### src/rtl/gpio_ctrl_bank_intr.sv
// Per-bank GPIO input conditioning: synchroniser, per-pin debounce filter,
// per-pin edge/level interrupt detection and sticky W1C status.
module gpio_ctrl_bank_intr #(
  parameter int WIDTH       = 32,
  parameter int SYNC_STAGES = 2,
  parameter int DEBOUNCE_W  = 8
) (
  input  logic                  clk,
  input  logic                  rst,
  input  logic [WIDTH-1:0]      gpio_in,
  input  logic [WIDTH-1:0]      intr_enable,
  input  logic [2*WIDTH-1:0]    intr_mode,
  input  logic [DEBOUNCE_W-1:0] debounce_cycles,
  input  logic [WIDTH-1:0]      status_clr,
  output logic [WIDTH-1:0]      gpio_filtered,
  output logic [WIDTH-1:0]      intr_status,
  output logic                  bank_intr
);

  localparam logic [1:0] MODE_RISE  = 2'b00;
  localparam logic [1:0] MODE_FALL  = 2'b01;
  localparam logic [1:0] MODE_BOTH  = 2'b10;
  localparam logic [1:0] MODE_LEVEL = 2'b11;

  logic [WIDTH-1:0]      sync_q [SYNC_STAGES];
  logic [WIDTH-1:0]      sync_d [SYNC_STAGES];
  logic [DEBOUNCE_W-1:0] cnt_q  [WIDTH];
  logic [DEBOUNCE_W-1:0] cnt_d  [WIDTH];
  logic [WIDTH-1:0]      filtered_q, filtered_d;
  logic [WIDTH-1:0]      filtered_dly_q, filtered_dly_d;
  logic [WIDTH-1:0]      status_q, status_d;
  logic                  bank_intr_q, bank_intr_d;

  logic [WIDTH-1:0]      synced;
  logic [DEBOUNCE_W-1:0] thr_m1;
  logic [WIDTH-1:0]      rise, fall, set;

  // Plain flop chain; nothing may sit between stages.
  always_comb begin
    sync_d[0] = gpio_in;
    for (int s = 1; s < SYNC_STAGES; s++) begin
      sync_d[s] = sync_q[s-1];
    end
  end

  assign synced = sync_q[SYNC_STAGES-1];

  // A zero threshold behaves as one, so T-1 saturates at zero.
  assign thr_m1 = (debounce_cycles == '0) ? '0 : debounce_cycles - 1'b1;

  // ">=" lets a threshold lowered below the running count commit at once.
  always_comb begin
    filtered_d = filtered_q;
    cnt_d      = cnt_q;
    for (int i = 0; i < WIDTH; i++) begin
      if (synced[i] == filtered_q[i]) begin
        cnt_d[i] = '0;
      end else if (cnt_q[i] >= thr_m1) begin
        filtered_d[i] = synced[i];
        cnt_d[i]      = '0;
      end else begin
        cnt_d[i] = cnt_q[i] + 1'b1;
      end
    end
  end

  assign rise = filtered_q & ~filtered_dly_q;
  assign fall = ~filtered_q & filtered_dly_q;

  always_comb begin
    set = '0;
    for (int i = 0; i < WIDTH; i++) begin
      case (intr_mode[2*i +: 2])
        MODE_RISE:  set[i] = rise[i];
        MODE_FALL:  set[i] = fall[i];
        MODE_BOTH:  set[i] = rise[i] | fall[i];
        MODE_LEVEL: set[i] = filtered_q[i];
        default:    set[i] = 1'b0;
      endcase
    end
    set = set & intr_enable;
  end

  // Set is OR-ed in after the clear, so a coincident event wins.
  always_comb begin
    filtered_dly_d = filtered_q;
    status_d       = (status_q & ~status_clr) | set;
    bank_intr_d    = |status_d;
  end

  always_ff @(posedge clk or posedge rst) begin
    if (rst) begin
      for (int s = 0; s < SYNC_STAGES; s++) begin
        sync_q[s] <= '0;
      end
      for (int i = 0; i < WIDTH; i++) begin
        cnt_q[i] <= '0;
      end
      filtered_q     <= '0;
      filtered_dly_q <= '0;
      status_q       <= '0;
      bank_intr_q    <= 1'b0;
    end else begin
      for (int s = 0; s < SYNC_STAGES; s++) begin
        sync_q[s] <= sync_d[s];
      end
      for (int i = 0; i < WIDTH; i++) begin
        cnt_q[i] <= cnt_d[i];
      end
      filtered_q     <= filtered_d;
      filtered_dly_q <= filtered_dly_d;
      status_q       <= status_d;
      bank_intr_q    <= bank_intr_d;
    end
  end

  assign gpio_filtered = filtered_q;
  assign intr_status   = status_q;
  assign bank_intr     = bank_intr_q;

endmodule

### config.mk
export PLATFORM = sky130hd
export DESIGN_NAME = gpio_ctrl_bank_intr
export DESIGN_NICKNAME = d
export VERILOG_FILES = /design/src/rtl/gpio_ctrl_bank_intr.sv
export SDC_FILE = /design/constraint.sdc
export NUM_CORES = 1
export LEC_CHECK = 0
export BUFFER_PORTS_ARGS = -buffer_cell sky130_fd_sc_hd__buf_4
export CAP_MARGIN = 20
export CORE_MARGIN = 8
export CORE_UTILIZATION = 65
export DETAILED_ROUTE_END_ITERATION = 16
export PLACE_DENSITY = 0.95
export REMOVE_ABC_BUFFERS = 1
export SYNTH_ARGS = -nofsm -noshare
export SYNTH_HDL_FRONTEND = slang
export SYNTH_SLANG_ARGS = --single-unit
### constraint.sdc
create_clock -name clk -period 38.6 [get_ports clk]
set_input_delay 3.86 -clock clk [delete_from_list [all_inputs] [get_ports clk]]
set_output_delay 3.86 -clock clk [all_outputs]
set_load 0.02 [all_outputs]
# --- Word level (Yosys, flattened, before mapping) ---
# Cells that the tools add are included.
classes:
  n_addsub: 33
  bitwise: 72
  n_eq_ne: 128
  reduce_logical: 66
  order_cmp: 32
  muxes: 97
op_table:
  columns: ["operator", "n"]
  rows:
  - ["2-to-1 mux 8 bit", 65]
  - ["adder 8 x 1 -> 8 bit (second input constant)", 32]
  - ["greater-or-equal comparator 8 bit", 32]
  - ["AND 32 bit", 4]
  - ["== test 2 bit (second input constant)", 64]
  - ["case mux 1 bit (4 select lines)", 32]
  - ["NOT 32 bit", 3]
  - ["== test 2 x 1 -> 1 bit (second input constant)", 32]
  - ["logical NOT 2 bit", 32]
  - ["AND reduction 2 bit", 32]
  - ["== test 1 bit", 32]
  - ["NOT 1 bit", 32]
  - ["OR 1 bit", 32]
  - ["OR 32 bit", 1]
  - ["OR reduction 32 bit", 1]
  - ["logical NOT 8 bit", 1]
  - ["subtractor 8 x 1 -> 8 bit (second input constant)", 1]
totals:
  elab_cells: 497
  register_bits: 417
  inputBits: 170
  output_inout_bits: 65

# --- Depth between registers and ports, before layout ---
# Gate-level depths: netlist of the first run.
depth:
  depth_word: 7
  depth_mapped: 13
  mapped_depth_nobuf: 13

# --- Worst setup path after synthesis of the first run ---
# OpenSTA, ideal clock, no wires.
synth_timing:
  kind: "input-to-reg"
  startpoint: "input debounce_cycles[0]"
  endpoint: "register filtered_q[0] (netlist: gpio_filtered[0])"
  arrival_ns: 7.372
  stages: 9
  setup_time_ns: 0.128
  path_buffers: 0
  slack_ns: 31.101
  path_cell_list: "inv_1 -> ha_1 -> nor2b_1 -> o21ai_0 -> ha_1 -> a21o_1 -> a21oi_1 -> o21ai_1 -> mux2_1"
synth_via:
  elab_chain_len: 4
  elab_cells_between_ends: 5
synth_lines:
  columns: ["element", "line_no", "source"]
  rows:
  - ["start: declaration", "13", "input logic [DEBOUNCE_W-1:0] debounce_cycles,"]
  - ["subtractor 8 x 1 -> 8 bit / logical NOT 8 bit (equally long branches)", "49", "assign thr_m1 = (debounce_cycles == '0) ? '0 : debounce_cycles - 1'b1;"]
  - ["2-to-1 mux 8 bit *", "49", null]
  - ["greater-or-equal comparator 8 bit *", "58", "end else if (cnt_q[i] >= thr_m1) begin"]
  - ["AND reduction 2 bit (no line) *", null, null]
  - ["end signal: assignment", "110", "filtered_q <= filtered_d;"]
  - ["end: declaration", "29", "logic [WIDTH-1:0] filtered_q, filtered_d;"]
# Every way passes the cells marked *; elsewhere a longest branch is shown, timed or not.
# A chain may end at the register's enable or synchronous reset.

==> results of run 1 <==
## critical path, stage by stage
cell and delay (ns):
buf_4 0.12, inv_1 0.06, ha_1 0.16, nor2b_1 0.37
nand3b_1 0.26, or3_1 0.54, nand2b_2 0.87, ha_1 0.40
a21o_1 0.17, a21o_1 0.19, a21oi_1 0.27, o211ai_1 0.32
nor2_1 0.26
## power by group through the flow
stage | Combinational, mW | Clock [mW] | Sequential (mW)
floorplan | 0.305 | 0 | 0.646
global placement | 0.473 | 0 | 0.632
detailed placement | 0.514 | 0 | 0.640
CTS | 0.533 | 0.422 | 0.637
global route | 0.593 | 0.440 | 0.653
finish | 0.534 | 0.418 | 0.640
## through the flow
stage                     hold slack (ns)  setup WS [ns]
after floorplan                     0.331          23.13
after global routing                0.352          31.07
after CTS                           0.346          31.31
after global placement              0.332          31.12
final                               0.345          31.18
after detailed placement            0.335          30.89
## cell usage in the layout (no fill, tap or decap), types with 15 or more instances in the layout
master	Yosys	layout
mux2_1	41	41
nand2b_1	53	52
o211ai_1	32	32
o21ai_1	39	39
a21o_1	128	128
clkbuf_16	0	45
nor2_1	260	260
dfrtp_1	417	417
a21oi_1	65	64
nand2_1	34	31
xnor2_1	41	41
xor2_1	186	186
nand4_1	33	33
o21ai_0	16	15
nand3_1	162	162
inv_1	174	173
ha_1	353	353
buf_4	0	241
and3_1	64	64
## worst min-delay path by stage
stage | start | endpoint | cells past startpoint
final | sync_d[5] | synced[5] | 0
after floorplan | sync_d[0] | synced[0] | 0
after global placement | sync_d[2] | synced[2] | 0
after detailed placement | sync_d[17] | synced[17] | 0
after global routing | sync_d[18] | synced[18] | 0
after CTS | sync_d[5] | synced[5] | 0
## cells in the mapped netlist, types with 8 or more instances
cell,n
a21oi_1,65
xnor2_1,41
nor2_1,260
o21ai_0,16
mux2i_1,8
inv_1,174
nand2_1,34
xor2_1,186
o311ai_1,10
nand3_1,162
o211ai_1,32
nand2b_1,53
o21ai_1,39
ha_1,353
nand4_1,33
mux4_2,14
and3_1,64
a21o_1,128
dfrtp_1,417
mux2_1,41
## layer usage
layer,vias up,GRT usage
met5,-,0
met2,814,0.490
li1,8173,-
met1,8890,0.324
met4,2,0.162
met3,300,0.0567
## kinds of logic after synthesis
| logic type | after synthesis |
|---|---|
| AO/OA/AOI/OAI | 310 |
| XOR/XNOR | 227 |
| adder cells (fa/ha/maj) | 353 |
| buffers and inverters | 176 |
| flip-flops | 417 |
| multiplexers | 65 |
| AND/OR/NAND/NOR | 625 |
## flip-flops by register name, indices dropped and copies added, names as in the netlist
| name | flops |
|---|---|
| bank_intr | 1 |
| cnt_q | 256 |
| filtered_dly_q | 32 |
| gpio_filtered | 32 |
| intr_status | 32 |
| sync_d | 32 |
| synced | 32 |
## area by class of cell
class	instances	area, um2	area share
clock inverters	12	125	0.00458
flip-flops and latches	417	10400	0.382
inverters	176	668	0.0245
repair buffers	242	1830	0.0670
clock buffers	63	1280	0.0470
well taps	461	577	0.0211
multi-input cells	1580	12400	0.454
==> results.sh, run 1 <==
export IMPL_vias=18179
export IMPL_grt_ovfl_total=0
export IMPL_vias_per_cell=6.16
export IMPL_arrival_ns=7.86
export IMPL_core_area_mm2=0.0356
export IMPL_ant_nets=0
export IMPL_layout_drive_gt1_share=0.136
export IMPL_p_comb_frac=0.335
export IMPL_grt_max_degree=172
export IMPL_hpwl_um=38200
export IMPL_nets=2983
export IMPL_num_fill_cells=1978
export IMPL_finClkSkew_ns=0.0170
export IMPL_setup_worst_path_start="debounce_cycles[0]"
export IMPL_post_cts_buffers=0
export IMPL_antenna_found_initial=1
export IMPL_dr_wl_met2_um=29800
export IMPL_clock_power_share=0.263
export IMPL_topRoutingLayerUsed="met5"
export IMPL_placed_cell_area_mm2=0.0259
export IMPL_maxCapViolCount=0
export IMPL_synth_area_mm2=0.0234
export IMPL_regToRegSetupSlack_ns=35.02
export IMPL_tritoncts="done"
export IMPL_fp_dieH_um=206
export IMPL_ys_warnings_count=0
export IMPL_grt_pass1_wl_um=97700
export IMPL_cts_resized=0
export IMPL_synthArstFlopShare=1.00
export IMPL_ys_types=41
export IMPL_cts_sinks=417
export IMPL_finalCriticalPeriod_ns=7.42
export IMPL_ios=235
export IMPL_rows=69
export IMPL_finalPower_mw=1.59
export IMPL_htree_levels=2
export IMPL_status="finished, final reports clean"
export IMPL_timing_final_crit_share=0.192
export IMPL_p_sw_mw=0.594
export IMPL_start_kind="primary input"
export IMPL_fin_tns_setup_ns=0
export IMPL_synth_xor_area_share=0.0848
export IMPL_critPathCaptureType="register"
export IMPL_critical_path_required_ns=39.04
export IMPL_leakage_nw=14.8
export IMPL_worstMarginPinSlew_ns=1.13
export IMPL_ys_flop_type="dfrtp_1"
export IMPL_dr_pass1_iters=8
export IMPL_instances_no_fill=2951
export IMPL_start_util=0.659
export IMPL_p_int_mw=0.998
export IMPL_synth_top_area_frac=0.445
export IMPL_power_density_mw_per_mm2=58.3
export IMPL_crit_end="cnt_q[14]"
export IMPL_die_area_mm2=0.0424
export IMPL_muxShareOfSynthArea=0.0375
export IMPL_clk_pin_slew_ns=0.07
export IMPL_clk_latency_ns=0.54
export IMPL_fmax_mhz=135
export IMPL_slew_headroom=0.246
export IMPL_synth_edf_count=0
export IMPL_numCtsBuffers=43
export IMPL_finalSetupViolations=0
export IMPL_p_sw_frac=0.373
export IMPL_diodes=0
export IMPL_synth_top_family_by_area="adder cells"
export IMPL_synth_cells=2173
export IMPL_drt_initial_drc_count=1208
export IMPL_hold_buffers=0
export IMPL_yosysTopAreaCell="dfrtp_1"
export IMPL_finalWirelength_um=60100
export IMPL_finalInstanceArea_mm2=0.0273
export IMPL_rsz0062_at_grt="false"
export IMPL_die_w_um=206
export IMPL_synth_compound_area_frac=0.0880
export IMPL_path_max_fanout=32
export IMPL_netlist_top_cells_area="dfrtp_1 45%, ha_1 19%, xor2_1 6.9%"
export IMPL_port_buffers=234
export IMPL_grtUsageTotal=0.283
export IMPL_drv_slew=0
export IMPL_synth_area_per_cell_um2=10.8
export IMPL_hold_path_class="register to register"
export IMPL_wl_met1_um=22400
export IMPL_syn2layout_area_growth_pct=16.5
export IMPL_gp_congestion=0.830
export IMPL_ys_seq_area_frac=0.445
export IMPL_dr_wl_met3_um=4540
export IMPL_final_hold_viol_count=0
export IMPL_seqPwrFrac=0.402
export IMPL_fin_util=0.768
export IMPL_placed_cells=2876
export IMPL_cts_buffer_depth=3
export IMPL_routedWlPerCell_um=20.4
export IMPL_drc=0
export IMPL_ys_seq_elements=417
export IMPL_reg2regPathDepth=8
export IMPL_r2r_end="bank_intr"
export IMPL_synth_simple_area_share=0.128
export IMPL_synth_fa_ha_area_frac=0.188
export IMPL_first_global_vias=19880
export IMPL_worstReg2RegStart="gpio_filtered[27]"
export IMPL_crit_type="primary input to register"
export IMPL_cts_root_buf="clkbuf_16"
export IMPL_vdd_drop_max_v=0.0000520
Power figures use the tool's default switching activity.
==> run 2, diff against run 1 <==
- ABC_AREA: not set -> 1
- CORE_UTILIZATION: 65 -> 55
- PLACE_DENSITY: 0.95 -> 0.87
- clock period: 38.6 -> 6.4 ns (I/O delays scaled with it)
==> results.sh, run 2 <==
export IMPL_hold_buffers=0
export IMPL_fmax_mhz=289
export IMPL_crit_type="primary input to register"
export IMPL_grt_pass1_wl_um=95700
export IMPL_ys_seq_area_frac=0.411
export IMPL_tritoncts="done"
export IMPL_synth_edf_count=0
export IMPL_worstPathCellList="buf_4 -> inv_1 -> ha_1 -> nand2_1 -> inv_1 -> nand2_1 -> nor3_4 -> inv_1 -> nand3_2 -> buf_4 -> ha_1 -> a21oi_1 -> o21ai_0 -> nand2_1 -> nand4_2 -> nor3b_1"
export IMPL_die_area_mm2=0.0533
export IMPL_cp_slowest_cell="nand3_2"
export IMPL_vias=19075
export IMPL_finalSetupViolations=0
export IMPL_synth_cells=2726
export IMPL_arrival_ns=3.91
export IMPL_final_hold_viol_count=0
export IMPL_rows=78
export IMPL_ys_types=30
export IMPL_critical_path_buf_inv_count=5
export IMPL_whs_ns=0.170
export IMPL_grt_max_degree=157
export IMPL_drc=0
export IMPL_numCtsBuffers=47
export IMPL_die_w_um=231
export IMPL_start_kind="primary input"
export IMPL_finalCriticalPeriod_ns=3.46
export IMPL_start_util=0.559
export IMPL_routedWlPerCell_um=15.3
export IMPL_vias_per_cell=5.21
export IMPL_cts_buffer_depth=3
export IMPL_status="finished, final reports clean"
export IMPL_fin_ws_ns=2.94
export IMPL_critPathCaptureType="register"
export IMPL_final_common_cell="inv_1"
export IMPL_largest_reg_flops=256
export IMPL_worstMarginPinSlew_ns=0.915
export IMPL_drt_initial_drc_count=917
export IMPL_maxCapViolCount=0
export IMPL_rsz0062_at_grt="false"
export IMPL_ys_seq_elements=417
export IMPL_clock_power_share=0.302
export IMPL_p_comb_frac=0.315
export IMPL_layout_drive_gt1_share=0.164
export IMPL_synthTopCellsByCount="455 x inv_1, 417 x dfrtp_1, 377 x nand2_1"
export IMPL_cts_sinks=417
export IMPL_netlist_top_cells_area="dfrtp_1 41%, ha_1 17%, inv_1 6.7%"
export IMPL_ys_warnings_count=0
export IMPL_power_density_mw_per_mm2=329
export IMPL_instances_no_fill=3658
export IMPL_drv_slew=0
export IMPL_path_max_fanout=17
export IMPL_clk_latency_ns=0.58
export IMPL_ys_flop_type="dfrtp_1"
export IMPL_cts_root_buf="clkbuf_16"
export IMPL_port_buffers=234
export IMPL_finalPower_mw=9.80
export IMPL_dr_pass1_iters=4
export IMPL_ios=235
export IMPL_hold_path_class="primary input to register"
export IMPL_p_sw_frac=0.360
export IMPL_finClkSkew_ns=0.0210
export IMPL_first_global_vias=19920
export IMPL_diodes=0
export IMPL_synth_top_area_frac=0.411
export IMPL_leakage_nw=16.2
export IMPL_final_cell_mix="454 x inv_1, 417 x dfrtp_1, 377 x nand2_1"
export IMPL_critical_path_required_ns=6.86
export IMPL_core_area_mm2=0.0455
export IMPL_grtUsageTotal=0.214
export IMPL_grt_ovfl_total=0
export IMPL_clk_pin_slew_ns=0.06
export IMPL_yosysMostFrequentCell="inv_1"
export IMPL_synth_area_mm2=0.0254
export IMPL_timing_final_crit_share=0.540
export IMPL_p_int_mw=6.28
export IMPL_finalWirelength_um=56100
export IMPL_p_sw_mw=3.52
export IMPL_antenna_found_initial=0
export IMPL_seqPwrFrac=0.383
export IMPL_cts_resized=0
export IMPL_max_stage_delay_ns=0.45
export IMPL_synthArstFlopShare=1.00
export IMPL_gp_congestion=0.829
export IMPL_synth_area_per_cell_um2=9.32
export IMPL_hpwl_um=39100
export IMPL_vdd_drop_max_v=0.000233
export IMPL_post_cts_buffers=0
export IMPL_ant_nets=0
export IMPL_fp_dieH_um=231
export IMPL_post_place_ws_ns=2.54
export IMPL_fin_tns_setup_ns=0
export IMPL_syn2layout_area_growth_pct=17.3
export IMPL_placed_cells=3571
export IMPL_htree_levels=2
export IMPL_nets=3544
export IMPL_cp_top_family="simple AND/OR/NAND/NOR gates"
export IMPL_largest_register="cnt_q"
export IMPL_yosysTopAreaCell="dfrtp_1"
export IMPL_slew_headroom=0.390
-- run 2: cell families after synthesis --
logic type	Yosys count	share of synthesized area
compound gates	268	0.0578
xor+xnor	187	0.0644
fa+ha+maj	353	0.174
buf+inv	456	0.0673
flops	417	0.411
simple gates	1045	0.226
-- run 2: metrics by stage --
step                       util  cell area [um2]
after floorplan               -            25400
after global placement    0.617            28100
after detailed placement  0.617            28100
after CTS                 0.655            29800
after global routing      0.655            29800
final                     0.655            29800
-- run 2: routing by layer --
layer,routed length (um),global-route usage,up-vias
met3,2450,0.0383,130
met4,1820,0.0780,0
met2,27600,0.375,336
met5,0,0,-
met1,24300,0.262,9047
li1,-,-,9562
-- run 2: final timing paths --
path                                    start              end  slack, ns  cells after the start
setup reg to reg            gpio_filtered[29]        bank_intr       4.26                     11
hold / removal                     gpio_in[2]        sync_d[2]       0.17                      1
hold reg to reg                    sync_d[27]       synced[27]       0.35                      0
min in group asynchronous                 rst  intr_status[15]       0.21                      2
max in group asynchronous                 rst  intr_status[20]       4.79                      3
setup / recovery           debounce_cycles[0]        cnt_q[45]       2.94                     16
-- run 2: area by class of cell --
class	count	area, um2
Timing Repair Buffer	246	1870
Tap cell	600	751
Inverter	456	1720
Fill cell	3509	15700
Sequential cell	417	10400
Multi-Input combinational cell	1853	13300
Clock inverter	22	345
Clock buffer	64	1370
-- run 2: power by group through the flow --
| stage | Sequential, mW | Combinational (mW) | Clock, mW |
|---|---|---|---|
| detailed placement | 3.78 | 3.09 | 0 |
| global placement | 3.76 | 2.95 | 0 |
| finish | 3.75 | 3.09 | 2.96 |
| CTS | 3.75 | 3.14 | 3.02 |
| global route | 3.84 | 3.58 | 3.13 |
| floorplan | 3.86 | 1.93 | 0 |
